**config.mk**
```make
export PLATFORM = sky130hd
export DESIGN_NAME = accel_bram_master
export DESIGN_NICKNAME = d
export VERILOG_FILES = /design/src/rtl/accel_bram_master.sv
export SDC_FILE = /design/constraint.sdc
export NUM_CORES = 1
export LEC_CHECK = 0
export ABC_AREA = 1
export CAP_MARGIN = 20
export CORE_MARGIN = 4
export CORE_UTILIZATION = 50
export DETAILED_ROUTE_END_ITERATION = 12
export GPL_ROUTABILITY_DRIVEN = 1
export GPL_TIMING_DRIVEN = 0
export PLACE_DENSITY = 0.78
export SYNTH_ARGS = -nofsm -noshare
export SYNTH_HDL_FRONTEND = slang
export SYNTH_SLANG_ARGS = --single-unit
```
**constraint.sdc**
```tcl
create_clock -name clk -period 2.4 [get_ports clk]
set_clock_uncertainty 0.05 [all_clocks]
set_input_delay 0.48 -clock clk [delete_from_list [all_inputs] [get_ports clk]]
set_output_delay 0.48 -clock clk [all_outputs]
set_load 0.01 [all_outputs]
```
**src/rtl/accel_bram_master.sv**
```systemverilog
// Command-driven initiator for a BRAM-controller port: streams write bursts onto the port, or issues
// reads and returns the data in order through a small credit-guarded first-word-fall-through FIFO.
module accel_bram_master #(
    parameter int ADDR_W     = 22,
    parameter int DATA_W     = 32,
    parameter int LEN_W      = 16,
    parameter int RD_LAT     = 1,
    parameter int FIFO_DEPTH = 4
) (
    input  logic              clk,
    input  logic              rst_n,
    input  logic              cmd_valid,
    output logic              cmd_ready,
    input  logic              cmd_write,
    input  logic [ADDR_W-1:0] cmd_addr,
    input  logic [LEN_W-1:0]  cmd_len,
    input  logic              wr_valid,
    output logic              wr_ready,
    input  logic [DATA_W-1:0] wr_data,
    output logic              rd_valid,
    input  logic              rd_ready,
    output logic [DATA_W-1:0] rd_data,
    output logic              busy,
    output logic              done,
    output logic [ADDR_W-1:0] addr_a,
    output logic [DATA_W-1:0] wrdata_a,
    input  logic [DATA_W-1:0] rddata_a,
    output logic              en_a,
    output logic [3:0]        we_a,
    output logic              rst_a
);
    localparam int PTR_W = $clog2(FIFO_DEPTH);
    localparam int CNT_W = PTR_W + 1;
    localparam int SUM_W = CNT_W + 1;

    typedef enum logic [2:0] {
        S_IDLE  = 3'd0,
        S_WRITE = 3'd1,
        S_READ  = 3'd2,
        S_DRAIN = 3'd3,
        S_FIN   = 3'd4
    } state_t;

    state_t            state, next_state;
    logic [ADDR_W-1:0] cur_addr;
    logic [LEN_W-1:0]  remaining;
    logic              cmd_fire, wr_fire, rd_issue, rd_on_port, push, pop;
    logic [RD_LAT-1:0] rd_sr;
    logic [CNT_W-1:0]  inflight, fifo_count;
    logic [SUM_W-1:0]  credit_used;
    logic [PTR_W-1:0]  wr_ptr, rd_ptr;
    logic [DATA_W-1:0] fifo_mem [FIFO_DEPTH];

    // All three streams (cmd, wr, rd) transfer exactly on a cycle where valid and ready are both high;
    // valid never waits on ready, and ready here depends only on registered state.
    always_ff @(posedge clk or negedge rst_n) begin
        if (!rst_n) state <= S_IDLE;
        else        state <= next_state;
    end

    always_comb begin
        next_state = state;
        case (state)
            S_IDLE: begin
                if (cmd_fire) begin
                    if (cmd_len == '0)  next_state = S_FIN;
                    else if (cmd_write) next_state = S_WRITE;
                    else                next_state = S_READ;
                end
            end
            S_WRITE: if (wr_fire && remaining == LEN_W'(1))  next_state = S_FIN;
            S_READ:  if (rd_issue && remaining == LEN_W'(1)) next_state = S_DRAIN;
            S_DRAIN: if (inflight == '0 && fifo_count == '0) next_state = S_FIN;
            S_FIN:   next_state = S_IDLE;
            default: next_state = S_IDLE;
        endcase
    end

    always_comb begin
        cmd_ready   = (state == S_IDLE);
        wr_ready    = (state == S_WRITE);
        busy        = (state != S_IDLE);
        done        = (state == S_FIN);
        cmd_fire    = cmd_valid & cmd_ready;
        wr_fire     = wr_valid & wr_ready;
        // A read may only go out if its return slot is already guaranteed in the FIFO.
        credit_used = SUM_W'(fifo_count) + SUM_W'(inflight);
        rd_issue    = (state == S_READ) && (remaining != '0) && (credit_used < SUM_W'(FIFO_DEPTH));
    end

    always_ff @(posedge clk or negedge rst_n) begin
        if (!rst_n) begin
            cur_addr  <= '0;
            remaining <= '0;
        end else if (cmd_fire) begin
            cur_addr  <= cmd_addr & ~ADDR_W'(3);
            remaining <= cmd_len;
        end else if (wr_fire || rd_issue) begin
            cur_addr  <= cur_addr + ADDR_W'(4);
            remaining <= remaining - LEN_W'(1);
        end
    end

    always_ff @(posedge clk or negedge rst_n) begin
        if (!rst_n) begin
            en_a     <= 1'b0;
            we_a     <= 4'h0;
            addr_a   <= '0;
            wrdata_a <= '0;
        end else if (wr_fire) begin
            en_a     <= 1'b1;
            we_a     <= 4'hF;
            addr_a   <= cur_addr;
            wrdata_a <= wr_data;
        end else if (rd_issue) begin
            en_a     <= 1'b1;
            we_a     <= 4'h0;
            addr_a   <= cur_addr;
            wrdata_a <= '0;
        end else begin
            en_a     <= 1'b0;
            we_a     <= 4'h0;
            wrdata_a <= '0;
        end
    end

    assign rd_on_port = en_a & (we_a == 4'h0);
    assign push       = rd_sr[RD_LAT-1];
    assign pop        = rd_valid & rd_ready;

    // rd_sr[i] marks that the read on the port i+1 cycles ago has data on rddata_a in its last stage.
    always_ff @(posedge clk or negedge rst_n) begin
        if (!rst_n) begin
            rd_sr    <= '0;
            inflight <= '0;
        end else begin
            for (int i = RD_LAT - 1; i > 0; i--) rd_sr[i] <= rd_sr[i-1];
            rd_sr[0] <= rd_on_port;
            inflight <= inflight + CNT_W'(rd_issue) - CNT_W'(push);
        end
    end

    always_ff @(posedge clk or negedge rst_n) begin
        if (!rst_n) begin
            wr_ptr     <= '0;
            rd_ptr     <= '0;
            fifo_count <= '0;
        end else begin
            if (push) wr_ptr <= wr_ptr + PTR_W'(1);
            if (pop)  rd_ptr <= rd_ptr + PTR_W'(1);
            fifo_count <= fifo_count + CNT_W'(push) - CNT_W'(pop);
        end
    end

    always_ff @(posedge clk) begin
        if (push) fifo_mem[wr_ptr] <= rddata_a;
    end

    assign rd_valid = (fifo_count != '0);
    assign rd_data  = fifo_mem[rd_ptr];
    assign rst_a    = 1'b0;
endmodule

```
==> results.sh, run 1 <==
export IMPL_status="complete, no violations"
export IMPL_antenna_found_initial=0
export IMPL_num_rows=51
export IMPL_cp_start_kind="register"
export IMPL_fin_ws_ps=4.65
export IMPL_area_growth_pct=36.0
export IMPL_place_ws_ps=-626
export IMPL_io_buffer_count=199
export IMPL_setup_violations=0
export IMPL_min_path_type="in -> async"
export IMPL_core_sq_um=19700
export IMPL_power_leakage_nw=5.89
export IMPL_crit_fanout=10
export IMPL_synthTopCellsByArea="edfxtp_1 38%, dfrtp_1 26%, nand2_1 7.9%"
export IMPL_grt_max_degree=69
export IMPL_post_dp_cell_area_sq_um=12600
export IMPL_worst_ep_arrival_time_ps=1870
export IMPL_design_area_sq_um=13800
export IMPL_place_gp_congestion=0.920
export IMPL_detail_route_antenna_nets=0
export IMPL_nNetsFinal=1397
export IMPL_yosysTopAreaCell="edfxtp_1"
export IMPL_cap_viol_max_count=0
export IMPL_worstSetupPathType="reg -> out"
export IMPL_clk_latency_ps=510
export IMPL_insertedDiodeCount=0
export IMPL_io_pins=205
export IMPL_grt_pass1_vias=7913
export IMPL_numCtsBuffers=24
export IMPL_hold_viol=0
export IMPL_htreeDepth=1
export IMPL_crit_required_ps=1870
export IMPL_synth_ff_latch_count=232
export IMPL_via_count=8174
export IMPL_reg2reg_from="fifo_count[0]"
export IMPL_crit_path_start="rd_ptr[0]"
export IMPL_ys_types=33
export IMPL_die_w_um=151
export IMPL_timing_fmax_mhz=417
export IMPL_die_area_sq_um=22700
export IMPL_final_cells=1558
export IMPL_rsz0062_at_grt="yes"
export IMPL_first_pass_iters=6
export IMPL_clock_sinks=232
export IMPL_initialDrtViolationCount=604
export IMPL_final_cell_mix="213 x nand2_1, 163 x clkdlybuf4s50_1, 162 x nor2_1"
export IMPL_start_util_pct=51.5
export IMPL_routedWlPerCell_um=17.5
export IMPL_path_clk_slew_ps=60
export IMPL_maxSlewHeadroom_pct=45.5
export IMPL_cp_end_kind="output pin"
export IMPL_synthCells=1028
export IMPL_track_usage_pct=23.0
export IMPL_root_buffer="clkbuf_16"
export IMPL_viasPerCell=5.25
export IMPL_avgSynthCellArea_sq_um=9.89
export IMPL_design_power_total_mw=17.3
export IMPL_final_common_cell="nand2_1"
export IMPL_regToRegEndpoint="fifo_count[2]"
export IMPL_tightest_slew_ps=817
export IMPL_syn_area_sq_um=10200
export IMPL_dp_hpwl_um=18200
export IMPL_grt_pass1_wl_um=41000
export IMPL_rrSetupSlack_ps=70
export IMPL_tritoncts="done"
export IMPL_ys_seq_area_share_pct=63.4
export IMPL_synth_top_area_share_pct=37.8
export IMPL_drive_above_1_share_pct=15.2
export IMPL_slew_viol_final=0
export IMPL_drt_total_wl_um=27200
export IMPL_ys_warnings_count=0
export IMPL_min_period_ps=2400
export IMPL_p_per_area_nw_per_um2=1250
export IMPL_drc_errors=0
export IMPL_overflow=0
export IMPL_num_fill_cells=1414
export IMPL_dp_cells=1498
export IMPL_reg2reg_depth=10
export IMPL_fin_crit_sh_pct=99.8
export IMPL_clk_path_buf_depth=3
export IMPL_dieHeight_um=151
export IMPL_vdd_drop_max_mv=0.642
-- state kept, by name, summed over array words and instances (netlist names) --
| signal | flops |
|---|---|
| addr_a | 20 |
| cur_addr | 20 |
| en_a | 1 |
| fifo_count | 3 |
| fifo_mem | 128 |
| inflight | 3 |
| push | 1 |
| rd_ptr | 2 |
| remaining | 16 |
| state | 3 |
| we_a | 1 |
| wr_ptr | 2 |
| wrdata_a | 32 |
-- layer usage --
metal	GRT usage (%)	up-vias	part of all wire, %
li1	-	3869	-
met1	30.5	3903	40
met2	40.1	343	50
met3	3.76	59	7.9
met4	5.49	0	2.1
met5	0	-	0
-- cell type report --
class,count,area (sq um),share of cell area [%]
Buffer,48,444,3.21
Clock inverter,14,209,1.51
Sequential cell,232,6450,46.7
Multi-Input combinational cell,653,3290,23.8
Inverter,96,368,2.66
Timing Repair Buffer,220,2100,15.2
Tap cell,265,332,2.40
Clock buffer,30,633,4.58
-- synthesized netlist by cell type, drive strengths merged --
library cell	instances
nand2	217
nor2	180
edfxtp	128
dfrtp	104
o21ai	102
inv	96
nand3	45
o22ai	33
buf	28
clkbuf	21
a21oi	18
ha	12
xor2	11
nor3	8
xnor2	8
nand4	7
or2	5
fa	2
a31oi	1
conb	1
nor3b	1
-- where the power goes --
| group | leakage, nW | switching, mW | internal, mW |
|---|---|---|---|
| Combinational | 2.99 | 4.27 | 3.20 |
| Clock | 0.416 | 1.53 | 2.42 |
| Sequential | 2.48 | 0.682 | 5.17 |
| Total | 5.89 | 6.49 | 10.8 |
-- stage by stage --
| step | hold WS [ps] | utilization, % | setup TNS [ps] |
|---|---|---|---|
| 2_1_floorplan | 134 | - | 0 |
| 3_3_place_gp | 434 | 63.4 | -364500 |
| 3_5_place_dp | 441 | 63.9 | -16240 |
| 4_1_cts | 411 | 68.9 | -67.0 |
| 5_1_grt | 422 | 70.1 | -624 |
| 6_report | 421 | 70.1 | 0 |
-- critical path, stage by stage (launching register included) --
cell      delay [ps]
dfrtp_1          410
buf_8            160
buf_4            140
clkbuf_4         200
nor2_1           180
o22ai_1          110
buf_2            160
-- worst max-delay path by stage --
| stage | endpoint | slack (ps) |
|---|---|---|
| 3_5_place_dp | rd_data[23] | -630 |
| 6_report | rd_data[20] | 5 |
| 3_3_place_gp | wrdata_a[26] | -3370 |
| 4_1_cts | rd_data[19] | -50 |
| 2_1_floorplan | inflight[2] | 250 |
| 5_1_grt | rd_data[20] | -70 |
-- repair_timing --
item                       in CTS  in global routing
hold endpoints to repair       36                  0
pin swaps                      11                 16
hold buffers                    1                  0
setup endpoints to repair      35                 38
gates resized for setup       193                 70
buffers inserted                4                  6
gates cloned                    2                  4
-- cells by family after synthesis --
| group | count (synthesis) | share of synthesized area, % |
|---|---|---|
| AND/OR/NAND/NOR | 463 | 18.8 |
| flip-flops | 232 | 63.4 |
| AO/OA/AOI/OAI | 154 | 8.04 |
| buffers and inverters | 145 | 6.22 |
| XOR/XNOR | 19 | 1.64 |
| adder cells (fa/ha/maj) | 14 | 1.87 |
| other | 1 | 0.0369 |
(Power assumes the default switching activity.)
==> inputs of run 2 (changes only) <==
- clock period: 2.4 -> 2.65 ns (I/O delays scaled with it)
==> run 2 against run 1 <==
Against the previous run:
- non-clock buffer count shrank 15
- cell count down 0.90%
- count of clock-buffer cells in the layout is the same
- routed wire length decreased by 3.9%
- worst hold slack gained 32 ps
- critical path type unchanged
- critical endpoint is now rd_data[21]
==> results.sh, run 2 (synthesized netlist as in run 1, its figures left out) <==
export IMPL_topRoutingLayerUsed="met4"
export IMPL_first_pass_iters=5
export IMPL_drt_met1_wl_um=10200
export IMPL_dp_cells=1498
export IMPL_place_gp_congestion=0.920
export IMPL_top_register="fifo_mem"
export IMPL_path_clk_slew_ps=60
export IMPL_final_common_cell="nand2_1"
export IMPL_grt_pass1_vias=7853
export IMPL_drt_total_wl_um=26100
export IMPL_final_cell_mix="214 x nand2_1, 176 x nor2_1, 166 x clkdlybuf4s50_1"
export IMPL_largest_reg_flops=128
export IMPL_crit_chain="clkbuf_8 -> inv_2 -> buf_8 -> clkbuf_8 -> o21ai_0 -> o22ai_1 -> buf_2"
export IMPL_num_fill_cells=1475
export IMPL_worstSetupPathType="reg -> out"
export IMPL_die_area_sq_um=22700
export IMPL_dieHeight_um=151
export IMPL_wl_met3_um=2390
export IMPL_drive_above_1_share_pct=10.3
export IMPL_fin_crit_sh_pct=97.0
export IMPL_core_sq_um=19700
export IMPL_crit_fanout=10
export IMPL_cp_end_kind="output pin"
export IMPL_crit_path_top_delay_cell="dfrtp_1"
export IMPL_timing_fmax_mhz=389
export IMPL_vdd_drop_max_mv=0.581
export IMPL_min_period_ps=2570
export IMPL_status="complete, no violations"
export IMPL_clock_sinks=232
export IMPL_fin_ws_ps=79.3
export IMPL_initialDrtViolationCount=615
export IMPL_maxSlewHeadroom_pct=46.6
export IMPL_reg_top3="fifo_mem (128), wrdata_a (32)"
export IMPL_final_cells=1544
export IMPL_setup_violations=0
export IMPL_min_path_type="reg -> reg"
export IMPL_drc_errors=0
export IMPL_io_buffer_count=199
export IMPL_cpMostUsedCell="clkbuf_8"
export IMPL_htreeDepth=1
export IMPL_viasPerCell=5.21
export IMPL_design_power_total_mw=15.0
export IMPL_rsz0062_at_grt="no"
export IMPL_grt_pass1_wl_um=40300
export IMPL_num_rows=51
export IMPL_tritoncts="done"
export IMPL_nNetsFinal=1382
export IMPL_worst_ep_arrival_time_ps=1990
export IMPL_tightest_slew_ps=800
export IMPL_detail_route_antenna_nets=0
export IMPL_worst_hold_slack_ps=453
export IMPL_start_util_pct=51.5
export IMPL_track_usage_pct=22.6
export IMPL_overflow=0
export IMPL_cap_viol_max_count=0
export IMPL_root_buffer="clkbuf_16"
export IMPL_p_per_area_nw_per_um2=1110
export IMPL_slew_viol_final=0
export IMPL_hold_viol=0
export IMPL_dr_wl_met2_um=13200
export IMPL_cp_start_kind="register"
export IMPL_max_stage_delay_ps=400
export IMPL_power_leakage_nw=5.73
export IMPL_via_count=8051
export IMPL_grt_max_degree=69
export IMPL_die_w_um=151
export IMPL_dp_hpwl_um=18200
export IMPL_io_pins=205
export IMPL_crit_required_ps=2070
export IMPL_clk_path_buf_depth=3
export IMPL_place_ws_ps=-426
export IMPL_final_util_pct=68.4
export IMPL_numCtsBuffers=24
export IMPL_clk_latency_ps=510
export IMPL_post_cts_buffers=0
export IMPL_antenna_found_initial=0
export IMPL_routedWlPerCell_um=16.9
export IMPL_area_growth_pct=32.7
run 2: where the power goes:
part	switching, mW	internal (mW)	total (mW)
clock network	1.38	2.19	3.57
logic	3.61	2.54	6.15
registers	0.605	4.67	5.28
total	5.60	9.40	15.0
run 2: timing repair:
| action | 4_1_cts | 5_1_grt |
|---|---|---|
| gates cloned | 0 | 0 |
| gates resized for setup | 102 | 33 |
| setup endpoints to repair | 32 | 30 |
| hold endpoints to repair | 36 | 0 |
| pin swaps | 5 | 4 |
| hold buffers | 1 | 0 |
run 2: final timing paths:
| path | start | end | slack (ps) | depth (start not counted) |
|---|---|---|---|---|
| worst max register to register | fifo_count[1] | fifo_count[2] | 260 | 10 |
| worst min register to register | en_a | push | 450 | 2 |
| worst max-delay path | rd_ptr[0] | rd_data[21] | 80 | 7 |
| min in group asynchronous | rst_n | addr_a[15] | 480 | 2 |
| worst min-delay path | en_a | push | 450 | 2 |
| max in group asynchronous | rst_n | fifo_count[2] | 1350 | 3 |
run 2: layout make-up:
class                           instances  area (sq um)  share of cell area [%]
Antenna cell                            1          2.50                  0.0186
Buffer                                 49           360                    2.67
Clock buffer                           30           633                    4.69
Clock inverter                         14           209                    1.55
Inverter                               96           360                    2.67
Multi-Input combinational cell        653          3120                    23.2
Sequential cell                       232          6450                    47.8
Tap cell                              265           332                    2.46
Timing Repair Buffer                  204          2020                    15.0
run 2: worst max-delay path, delay by kind of cell (launching register included):
kind | cells | cell delay, ps
flip-flops | 1 | 400
AO/OA/AOI/OAI | 2 | 310
buffers and inverters | 5 | 780
run 2: metal layers:
layer	global-route usage (%)	vias up
li1	-	3843
met1	30.4	3799
met2	38.7	365
met3	3.64	44
met4	5.21	0
met5	0	-
run 2: metrics by stage:
step / TNS, ps / area [sq um]
final: 0 / 13500
after global routing: 0 / 13500
after CTS: -7.24 / 13500
after detailed placement: -9830 / 12600
after global placement: -337420 / 12500
after floorplan: 0 / 10200
